<file path="config.mk">
export PLATFORM = sky130hd
export DESIGN_NAME = not_bus_pipe
export DESIGN_NICKNAME = d
export VERILOG_FILES = /design/src/rtl/not_bus_pipe.sv
export SDC_FILE = /design/constraint.sdc
export NUM_CORES = 1
export LEC_CHECK = 0
export CAP_MARGIN = 25
export CELL_PAD_IN_SITES_DETAIL_PLACEMENT = 0
export CELL_PAD_IN_SITES_GLOBAL_PLACEMENT = 1
export CORE_MARGIN = 2
export CORE_UTILIZATION = 35
export CTS_CLUSTER_DIAMETER = 150
export CTS_CLUSTER_SIZE = 24
export DETAILED_ROUTE_END_ITERATION = 6
export GPL_TIMING_DRIVEN = 0
export HOLD_SLACK_MARGIN = 0.12
export PLACE_DENSITY_LB_ADDON = 0.1
export RECOVER_POWER = 25
export SETUP_SLACK_MARGIN = 0.1
export SLEW_MARGIN = 20
export SYNTH_ARGS = -nofsm -noshare
export SYNTH_HDL_FRONTEND = slang
export SYNTH_SLANG_ARGS = --single-unit
</file>
<file path="constraint.sdc">
create_clock -name clk -period 1.4 [get_ports clk]
set_input_delay 0.28 -clock clk [delete_from_list [all_inputs] [get_ports clk]]
set_output_delay 0.28 -clock clk [all_outputs]
set_load 0.02 [all_outputs]
</file>
<file path="src/rtl/not_bus_pipe.sv">
// Programmable per-bit inversion (out = in ^ mask) on a WIDTH-bit stream,
// carried through a STAGES-deep valid/ready elastic pipeline.
module not_bus_pipe #(
  parameter int unsigned WIDTH = 8,
  parameter int unsigned STAGES = 2,
  parameter logic [WIDTH-1:0] RESET_MASK = {WIDTH{1'b1}}
) (
  input  logic             clk,
  input  logic             rst,
  input  logic             cfg_we,
  input  logic [WIDTH-1:0] cfg_mask,
  output logic [WIDTH-1:0] mask_q,
  input  logic             in_valid,
  output logic             in_ready,
  input  logic [WIDTH-1:0] in_data,
  output logic             out_valid,
  input  logic             out_ready,
  output logic [WIDTH-1:0] out_data
);

  logic [STAGES-1:0] vld_p;
  logic [WIDTH-1:0]  data_p [STAGES];
  logic [STAGES-1:0] adv;

  function automatic logic [WIDTH-1:0] apply_mask(input logic [WIDTH-1:0] d,
                                                  input logic [WIDTH-1:0] m);
    return d ^ m;
  endfunction

  // Advance chain: a stage may load when it is empty or its successor advances.
  always_comb begin
    logic a;
    adv = '0;
    a = ~vld_p[STAGES-1] | out_ready;
    adv[STAGES-1] = a;
    for (int s = int'(STAGES) - 2; s >= 0; s--) begin
      a = ~vld_p[s] | a;
      adv[s] = a;
    end
  end

  assign in_ready  = adv[0];
  assign out_valid = vld_p[STAGES-1];
  assign out_data  = data_p[STAGES-1];

  // Stage 0 capture applies the mask held before this edge, so a beat accepted
  // on the same edge as a mask write still sees the old mask.
  always_ff @(posedge clk or posedge rst) begin
    if (rst) begin
      vld_p  <= '0;
      mask_q <= RESET_MASK;
      for (int s = 0; s < int'(STAGES); s++) data_p[s] <= '0;
    end else begin
      if (cfg_we) mask_q <= cfg_mask;
      if (adv[0]) begin
        vld_p[0]  <= in_valid;
        data_p[0] <= apply_mask(in_data, mask_q);
      end
      // Stage boundaries p(s-1) -> p(s)
      for (int s = 1; s < int'(STAGES); s++) begin
        if (adv[s]) begin
          vld_p[s]  <= vld_p[s-1];
          data_p[s] <= data_p[s-1];
        end
      end
    end
  end

endmodule
</file>
After elaboration in Yosys (flattened, before gate mapping)
Cells that the tools add are included.
- bitwise operators: 5
- operators by type and width (operator ; count):
    XOR 8 bit ; 1
    NOT 1 bit ; 2
    bitwise OR 1 bit ; 2
- word-level logic and storage cells: 10
- bits in registers: 26
- input port bits: 21
- output and inout bits: 18

Depth between registers and ports, before layout
Gate-level depths: netlist of the first run.
- depth after elaboration: 3
- mapped depth: 3
- mapped depth without buffers: 2

Worst setup path after synthesis of the first run
Ideal clock, no wire load.
- path kind: register to register
- from: register vld_p[1]
- to: register data_p[10] (netlist name)
- clock period less this slack: 1174 ps
- buffers on the path: 1
- required time: 1275 ps
- slack: 226 ps
- stages on the path, launching flop included: 4
- arrival time: 1049 ps
- setup time: 125 ps
- path through: dfrtp_1 -> nand3b_1 -> buf_6 -> mux2_4
- cells in the longest elaborated chain, start to end: 3
- RTL lines (item ; RTL line ; RTL):
    start: declaration ; 21 ; logic [STAGES-1:0] vld_p;
    start signal: indexed assignment ; 62 ; vld_p[s] <= vld_p[s-1];
    NOT 1 bit ; 34 ; a = ~vld_p[STAGES-1] | out_ready;
    bitwise OR 1 bit ; 34 ;
    bitwise OR 1 bit ; 37 ; a = ~vld_p[s] | a;
    named net in_ready ; 14 ; output logic in_ready,
    end signal: indexed assignment ; 63 ; data_p[s] <= data_p[s-1];
    end: declaration ; 22 ; logic [WIDTH-1:0] data_p [STAGES];
The timed path passes the listed nets, and every way through them passes these cells.
A chain may end at the register's enable or synchronous reset.

Worst setup path after layout of the first run
- from: register vld_p[1]
- to: output in_ready
- cells in the longest elaborated chain, start to end: 3
- RTL lines (item ; RTL line):
    NOT 1 bit ; 34
    bitwise OR 1 bit ; 34
    bitwise OR 1 bit ; 37
    end: declaration ; 14
Every way passes these cells.

==> results.json, run 1 <==
{
  "cp.arrival_ns": 1.04,
  "holdBufCountCts": 0,
  "path_max_fanout": 3,
  "clock-sinks": 26,
  "fin_crit_ns": 1.318,
  "insertion_delay_ns": 0.32,
  "htree_levels": 1,
  "portBuffers": 37,
  "leakagePower_uw": 0.0007900,
  "yosys.area.top_type": "dfrtp_1",
  "crit_type": "reg2out",
  "relSlewSlack_pct": 65.87,
  "ioPinCount": 39,
  "grt_max_degree": 27,
  "routed-via-count": 731,
  "tightest_slew_ns": 0.5113,
  "ys.warnings.count": 0,
  "yosysTopAreaCellShare_pct": 39.17,
  "area_growth_pct": 48.53,
  "grt_pass1_wl_mm": 3.567,
  "core.rowCount": 20,
  "detailed_place_hpwl_mm": 1.451,
  "netlist_instances": 74,
  "synth_area_um2": 1150,
  "setup_viol": 0,
  "synth_nets": 95,
  "rsz0062_at_grt": "yes",
  "track_usage_pct": 13.20,
  "fin_crit_sh_pct": 94.17,
  "timing.fmax_mhz": 758.5,
  "yosys-top-cells-area": "dfrtp_1, dfstp_2, mux2_2",
  "vias_per_cell": 4.377,
  "clk_pin_slew_ns": 0.15,
  "place_inst": 155,
  "hold_viol_final": 0,
  "status": "finished clean",
  "synth_seq_area_share_pct": 57.45,
  "antenna_found_initial": 0,
  "grt-ovfl-total": 0,
  "crit_path_end_kind": "output port",
  "die_area_um2": 3760,
  "hold_class": "in2reg",
  "syn_avg_cell_area_um2": 15.54,
  "maxCapViolCount": 0,
  "ys_ff_latch": 26,
  "post-route-util_pct": 55.49,
  "vdd_drop_max_mv": 0.5540,
  "drive_gt1_share_pct": 59.35,
  "skew_ns": 0.004869,
  "route.detailed.drc": 0,
  "nNetsFinal": 145,
  "cts_tree": "yes",
  "numCtsBuffers": 3,
  "start_kind": "register",
  "drv_slew": 0,
  "drt_iter0_markers": 10,
  "power.density_nw_per_um2": 1303,
  "cts_root_buf": "clkbuf_4",
  "start_util_pct": 37.36,
  "routabilityCongestion": 0.5960,
  "finalWirelength_mm": 2.138,
  "diodes": 0,
  "ant_nets": 0,
  "synth.distinct_cells": 12,
  "drt_first_pass_iters": 2,
  "grt_pass1_vias": 822,
  "core_area_um2": 3078,
  "wl_per_cell_um": 12.80,
  "cp.required_ns": 1.12,
  "clock_path_buffers": 2,
  "layoutNonFillerInstCount": 167,
  "die_w_um": 61.32,
  "die_h_um": 61.32
}
==> timing repair <==
| action | CTS | global route |
|---|---|---|
| setup endpoints to repair | 18 | 18 |
| resized for setup | 95 | 13 |
| buffers inserted | 10 | 3 |
==> cell usage in the layout, fill, tap and decap left out <==
master and count:
buf_2 2, buf_4 14, buf_6 20, bufinv_16 1, clkbuf_2 1, clkbuf_4 3
clkdlybuf4s50_1 17, dfrtp_1 18, dfstp_2 8, dlygate4sd3_1 1, dlymetal6s2s_1 1, inv_1 1
mux2_2 16, mux2_4 8, nand2b_1 2, nand3b_1 1, or2b_1 1, xor2_1 8
==> registers in the layout, indices dropped and copies added (netlist names) <==
signal,flops
mask_q,8
out_data,8
vld_p,2
data_p,8
==> worst max-delay path: stages, from the launching register on <==
cell	delay [ns]
dfrtp_1	0.39
nand3b_1	0.09
buf_6	0.13
buf_6	0.12
==> area by class of cell <==
type / count / area, um2
clock inverter: 1 / 30.03
fill: 288 / 1370
inverter: 1 / 3.754
timing repair buffer: 51 / 491.7
clock buffer: 3 / 22.52
tap: 44 / 55.05
multi-input combinational: 36 / 397.9
sequential: 26 / 660.6
buffer: 5 / 46.29
==> final timing paths <==
| check | endpoint | slack [ns] | start | depth (start not counted) |
|---|---|---|---|---|
| min in group asynchronous | out_data[6]$_DFFE_PP0P_ | 0.40 | rst | 2 |
| max in group asynchronous | mask_q[5]$_DFFE_PP1P_ | 0.25 | rst | 3 |
| min reg2reg | vld_p[1]$_DFFE_PP0P_ | 0.49 | vld_p[0]$_DFFE_PP0P_ | 1 |
| min | mask_q[4]$_DFFE_PP1P_ | 0.39 | cfg_we | 2 |
| max | in_ready | 0.08 | vld_p[1]$_DFFE_PP0P_ | 3 |
| max reg2reg | data_p[15]$_DFFE_PP0P_ | 0.16 | vld_p[1]$_DFFE_PP0P_ | 4 |
==> cell families (layout without fill, tap and decap cells) <==
| group | after synthesis | in the layout | synth area share, % |
|---|---|---|---|
| xor gates and xnor gates | 8 | 8 | 6.094 |
| buffers and inverters | 12 | 61 | 7.943 |
| DFF | 26 | 26 | 57.45 |
| muxes | 24 | 24 | 26.12 |
| and+or+nand+nor | 4 | 4 | 2.394 |
==> power by group <==
part | leakage, uW | internal, uW | total (uW) | switching [uW]
logic | 0.000470 | 454 | 721 | 267
clock network | 0.0000279 | 289 | 519 | 230
registers | 0.000292 | 902 | 985 | 83.1
==> cells in the mapped netlist <==
library cell and count:
dfstp_2 8, buf_2 1, nand3b_1 1, xor2_1 8
buf_6 2, buf_4 8, inv_1 1, mux2_2 16
mux2_4 8, or2b_1 1, nand2b_1 2, dfrtp_1 18
==> metal layers <==
metal / up-vias / part of all wire [%] / track usage, %
met4: 0 / 0.80 / 6.522
met5: - / 0 / 0
met3: 2 / 4.3 / 1.891
met2: 22 / 55 / 25.08
met1: 372 / 40 / 14.06
li1: 335 / - / -
==> stage by stage <==
| step | power (uW) | hold WS (ns) | setup slack (ns) | TNS, ns | instance area, um2 |
|---|---|---|---|---|---|
| 2_1_floorplan | 1399 | 0.3141 | 0.2258 | 0 | 1150 |
| 3_3_place_gp | 1660 | 0.4465 | -0.5461 | -3.378 | 1575 |
| 3_5_place_dp | 1677 | 0.4608 | -0.5531 | -4.179 | 1575 |
| 4_1_cts | 2231 | 0.3834 | 0.01541 | 0 | 1694 |
| 5_1_grt | 2344 | 0.3859 | 0.01036 | 0 | 1708 |
| 6_report | 2225 | 0.3858 | 0.08158 | 0 | 1708 |
No activity file was read; power rests on OpenSTA's default activity.
==> run 2, diff against run 1 <==
GPL_TIMING_DRIVEN = unset   (was 0)
==> results.json, run 2 (synthesized netlist as in run 1, its figures left out) <==
{
  "die_w_um": 61.32,
  "drv_slew": 0,
  "route.detailed.drc": 0,
  "hold_class": "reg2reg",
  "rsz0062_at_grt": "yes",
  "clk_pin_slew_ns": 0.13,
  "post-route-util_pct": 52.40,
  "place_inst": 158,
  "core_area_um2": 3078,
  "relSlewSlack_pct": 58.00,
  "holdBufCountCts": 0,
  "ant_nets": 0,
  "path_max_fanout": 2,
  "vdd_drop_max_mv": 0.7754,
  "clock-sinks": 26,
  "crit_path_end_kind": "output port",
  "layoutNonFillerInstCount": 165,
  "max_stage_delay_ns": 0.55,
  "nNetsFinal": 143,
  "path_buf_inv": 1,
  "core.rowCount": 20,
  "cts_tree": "yes",
  "skew_ns": 0.0004358,
  "portBuffers": 38,
  "grt_max_degree": 27,
  "detailed_place_hpwl_mm": 1.538,
  "htree_levels": 1,
  "routed-via-count": 692,
  "die_area_um2": 3760,
  "diodes": 0,
  "cp.required_ns": 1.12,
  "wl_per_cell_um": 12.02,
  "power.density_nw_per_um2": 1161,
  "fin_crit_sh_pct": 90.64,
  "maxCapViolCount": 0,
  "leakagePower_uw": 0.0007402,
  "ioPinCount": 39,
  "die_h_um": 61.32,
  "fin_crit_ns": 1.269,
  "vias_per_cell": 4.194,
  "hold_viol_final": 0,
  "finalWirelength_mm": 1.984,
  "timing.fmax_mhz": 788.0,
  "drt_iter0_markers": 4,
  "status": "finished clean",
  "critPathTopFamily": "flip-flops",
  "drt_first_pass_iters": 2,
  "antenna_found_initial": 0,
  "track_usage_pct": 12.08,
  "start_kind": "register",
  "grt_pass1_wl_mm": 3.249,
  "tightest_slew_ns": 0.6300,
  "grt_pass1_vias": 734,
  "grt-ovfl-total": 0,
  "crit_type": "reg2out",
  "worstPathCellList": "buf_4",
  "cp.arrival_ns": 0.99,
  "clock_path_buffers": 2,
  "drive_gt1_share_pct": 57.02,
  "start_util_pct": 37.36,
  "final_cell_mix": "dfrtp_1, clkdlybuf4s50_1, mux2_2",
  "crit_slowest_cell": "dfstp_2",
  "insertion_delay_ns": 0.30,
  "routabilityCongestion": 0.6478,
  "area_growth_pct": 40.26,
  "tns_ns": 0,
  "setup_viol": 0,
  "numCtsBuffers": 3,
  "cts_root_buf": "clkbuf_4"
}
## run 2: changes by cell type in the layout (fill, tap and decap cells not counted), sizes merged
cell and delta:
clkbuf +4, dlymetal6s2s -1, dlygate4sd2 +1, clkdlybuf4s15 +1
clkdlybuf4s50 +1, buf -7, bufinv -1
## run 2: path summary, 6_finish.rpt
kind                                            to  slack, ns             startpoint  depth (start not counted)
hold reg to reg               vld_p[1]$_DFFE_PP0P_       0.48   vld_p[0]$_DFFE_PP0P_                          1
max in group asynchronous  out_data[2]$_DFFE_PP0P_       0.44                    rst                          3
min in group asynchronous   data_p[13]$_DFFE_PP0P_       0.56                    rst                          3
setup / recovery                         mask_q[1]       0.13  mask_q[1]$_DFFE_PP1P_                          1
hold / removal                vld_p[1]$_DFFE_PP0P_       0.48   vld_p[0]$_DFFE_PP0P_                          1
setup reg to reg            data_p[15]$_DFFE_PP0P_       0.17   vld_p[1]$_DFFE_PP0P_                          4
## run 2: where the power goes
part	leakage (uW)	internal, uW	switching (uW)
Combinational	0.000433	339	251
Clock	0.0000150	111	199
Sequential	0.000292	901	70.7
Total	0.000740	1350	521
## run 2: layout make-up
type,count,area (um2)
Tap cell,44,55.05
Fill cell,304,1465
Multi-Input combinational cell,36,397.9
Clock buffer,4,26.28
Sequential cell,26,660.6
Inverter,1,3.754
Timing Repair Buffer,54,469.2
## run 2: what timing repair did
action	in CTS	in global routing
pin swaps	0	1
setup buffers	3	0
resized for setup	70	17
setup endpoints to repair	18	25
## run 2: routing by layer
layer	routed length [um]	global-route usage, %
met1	845	13.98
met2	995	21.43
met3	125	4.202
met4	17	2.795
met5	0	0
## run 2: through the flow
step	cell area, um2	setup slack [ns]	hold WS [ns]	total power, uW
after floorplan	1150	0.2258	0.3141	1399
after global placement	1608	-0.3612	0.4523	1617
after detailed placement	1608	-0.3613	0.4488	1632
after CTS	1642	0.07832	0.2696	1935
after global routing	1613	0.06345	0.5261	1994
final	1613	0.1310	0.4804	1872
==> run 3, diff against run 2 <==
RECOVER_POWER = unset   (was 25)
==> results.json, run 3 (synthesized netlist as in run 1, its figures left out) <==
{
  "nNetsFinal": 143,
  "clock-sinks": 26,
  "cts_tree": "yes",
  "final_common_cell": "clkdlybuf4s50_1",
  "status": "finished clean",
  "finalWirelength_mm": 1.982,
  "grt-ovfl-total": 0,
  "crit_path_end_kind": "output port",
  "tns_ns": 0,
  "placed_area_um2": 1608,
  "start_util_pct": 37.36,
  "maxCapViolCount": 0,
  "diodes": 0,
  "hold_viol_final": 0,
  "tightest_slew_ns": 0.1404,
  "cts_root_buf": "clkbuf_4",
  "drive_gt1_share_pct": 57.02,
  "routed-via-count": 694,
  "grt_pass1_vias": 734,
  "path_buf_inv": 1,
  "track_usage_pct": 12.08,
  "final_cell_mix": "clkdlybuf4s50_1, dfrtp_1, mux2_2",
  "vias_per_cell": 4.206,
  "fin_crit_sh_pct": 90.73,
  "portBuffers": 38,
  "die_h_um": 61.32,
  "relSlewSlack_pct": 90.64,
  "crit_slowest_cell": "dfstp_2",
  "highest_layer": "met4",
  "dr_wl_met2_um": 994,
  "start_kind": "register",
  "setup_viol": 0,
  "antenna_found_initial": 0,
  "total_power_uw": 1879,
  "rsz0062_at_grt": "yes",
  "ant_nets": 0,
  "holdBufCountCts": 0,
  "vdd_drop_max_mv": 0.7762,
  "timing.fmax_mhz": 787.3,
  "crit_type": "reg2out",
  "reg2reg_to": "data_p[15]$_DFFE_PP0P_",
  "endpoint": "mask_q[1]",
  "clock_path_buffers": 2,
  "r2r-start": "vld_p[1]$_DFFE_PP0P_",
  "fin_crit_ns": 1.270,
  "drv_slew": 0,
  "route.met3.wl_um": 125,
  "power.density_nw_per_um2": 1155,
  "drt-met1-wl_um": 845,
  "die_area_um2": 3760,
  "path_max_fanout": 2,
  "grt_pass1_wl_mm": 3.249,
  "ioPinCount": 39,
  "max_stage_delay_ns": 0.55,
  "insertion_delay_ns": 0.30,
  "wl_per_cell_um": 12.01,
  "die_w_um": 61.32,
  "area_growth_pct": 41.57,
  "numCtsBuffers": 3,
  "dpl_worst_slack_ns": -0.3613,
  "core_area_um2": 3078,
  "drt_first_pass_iters": 2,
  "worst-path-stages": 1,
  "drt_iter0_markers": 9,
  "core.rowCount": 20,
  "clk_pin_slew_ns": 0.13,
  "critPathTopFamily": "flip-flops",
  "route.detailed.drc": 0,
  "cp.arrival_ns": 0.99,
  "reg2reg_depth": 4,
  "worstPathCellList": "buf_4",
  "leakagePower_uw": 0.0007452,
  "hold_class": "in2async",
  "post-route-util_pct": 52.89,
  "critPathLaunch": "mask_q[1]$_DFFE_PP1P_",
  "skew_ns": 0.001130,
  "htree_levels": 1,
  "grt_max_degree": 27,
  "layout_setup_ws_ns": 0.1298,
  "cp.required_ns": 1.12,
  "detailed_place_hpwl_mm": 1.538,
  "design_area_um2": 1628,
  "routabilityCongestion": 0.6478,
  "rrSetupSlack_ns": 0.17
}
[run 3: changes by cell type in the layout (fill, tap and decap cells not counted), sizes merged]
cell and delta:
buf +1, clkbuf -1, clkdlybuf4s50 +1, dlygate4sd3 -1
[run 3: where the power goes]
part	internal, uW	switching [uW]	total (uW)
Combinational	344	252	596
Sequential	902	70.7	972
Clock	111	200	311
Total	1360	523	1880
[run 3: tightest hold or removal path, delay by kind of cell]
| family | cells | cell delay, ns |
|---|---|---|
| buffers and inverters | 3 | 0.67 |
[run 3: routing by layer]
| layer | global-route usage, % | up-vias |
|---|---|---|
| met1 | 13.98 | 336 |
| met5 | 0 | - |
| li1 | - | 334 |
| met3 | 4.202 | 2 |
| met4 | 2.795 | 0 |
| met2 | 21.43 | 22 |
[run 3: worst min-delay path by stage]
stage / to / slack [ns] / from / cells after the start
after CTS: out_data[7]$_DFFE_PP0P_ / 0.27 / rst / 3
after global routing: data_p[15]$_DFFE_PP0P_ / 0.26 / rst / 3
after floorplan: data_p[10]$_DFFE_PP0P_ / 0.31 / rst / 1
final: data_p[9]$_DFFE_PP0P_ / 0.28 / rst / 3
after detailed placement: vld_p[1]$_DFFE_PP0P_ / 0.45 / vld_p[0]$_DFFE_PP0P_ / 1
after global placement: vld_p[1]$_DFFE_PP0P_ / 0.45 / vld_p[0]$_DFFE_PP0P_ / 1
[run 3: repair_timing]
item	in CTS	in global routing
pin swaps	0	1
buffers inserted	3	0
gates resized for setup	70	17
setup endpoints to repair	18	25
endpoints found under the hold margin	0	0
[run 3: area by class of cell]
type                       count  area, um2
inverter                       1      3.754
timing repair buffer          54      484.2
fill                         302       1450
clock buffer                   4      26.28
multi-input combinational     36      397.9
sequential                    26      660.6
tap                           44      55.05
[run 3: stage by stage]
step / instances / hold slack [ns]
detailed placement: 158 / 0.4488
finish: 165 / 0.2831
CTS: 165 / 0.2696
global route: 165 / 0.2608
floorplan: 74 / 0.3141
global placement: 158 / 0.4523
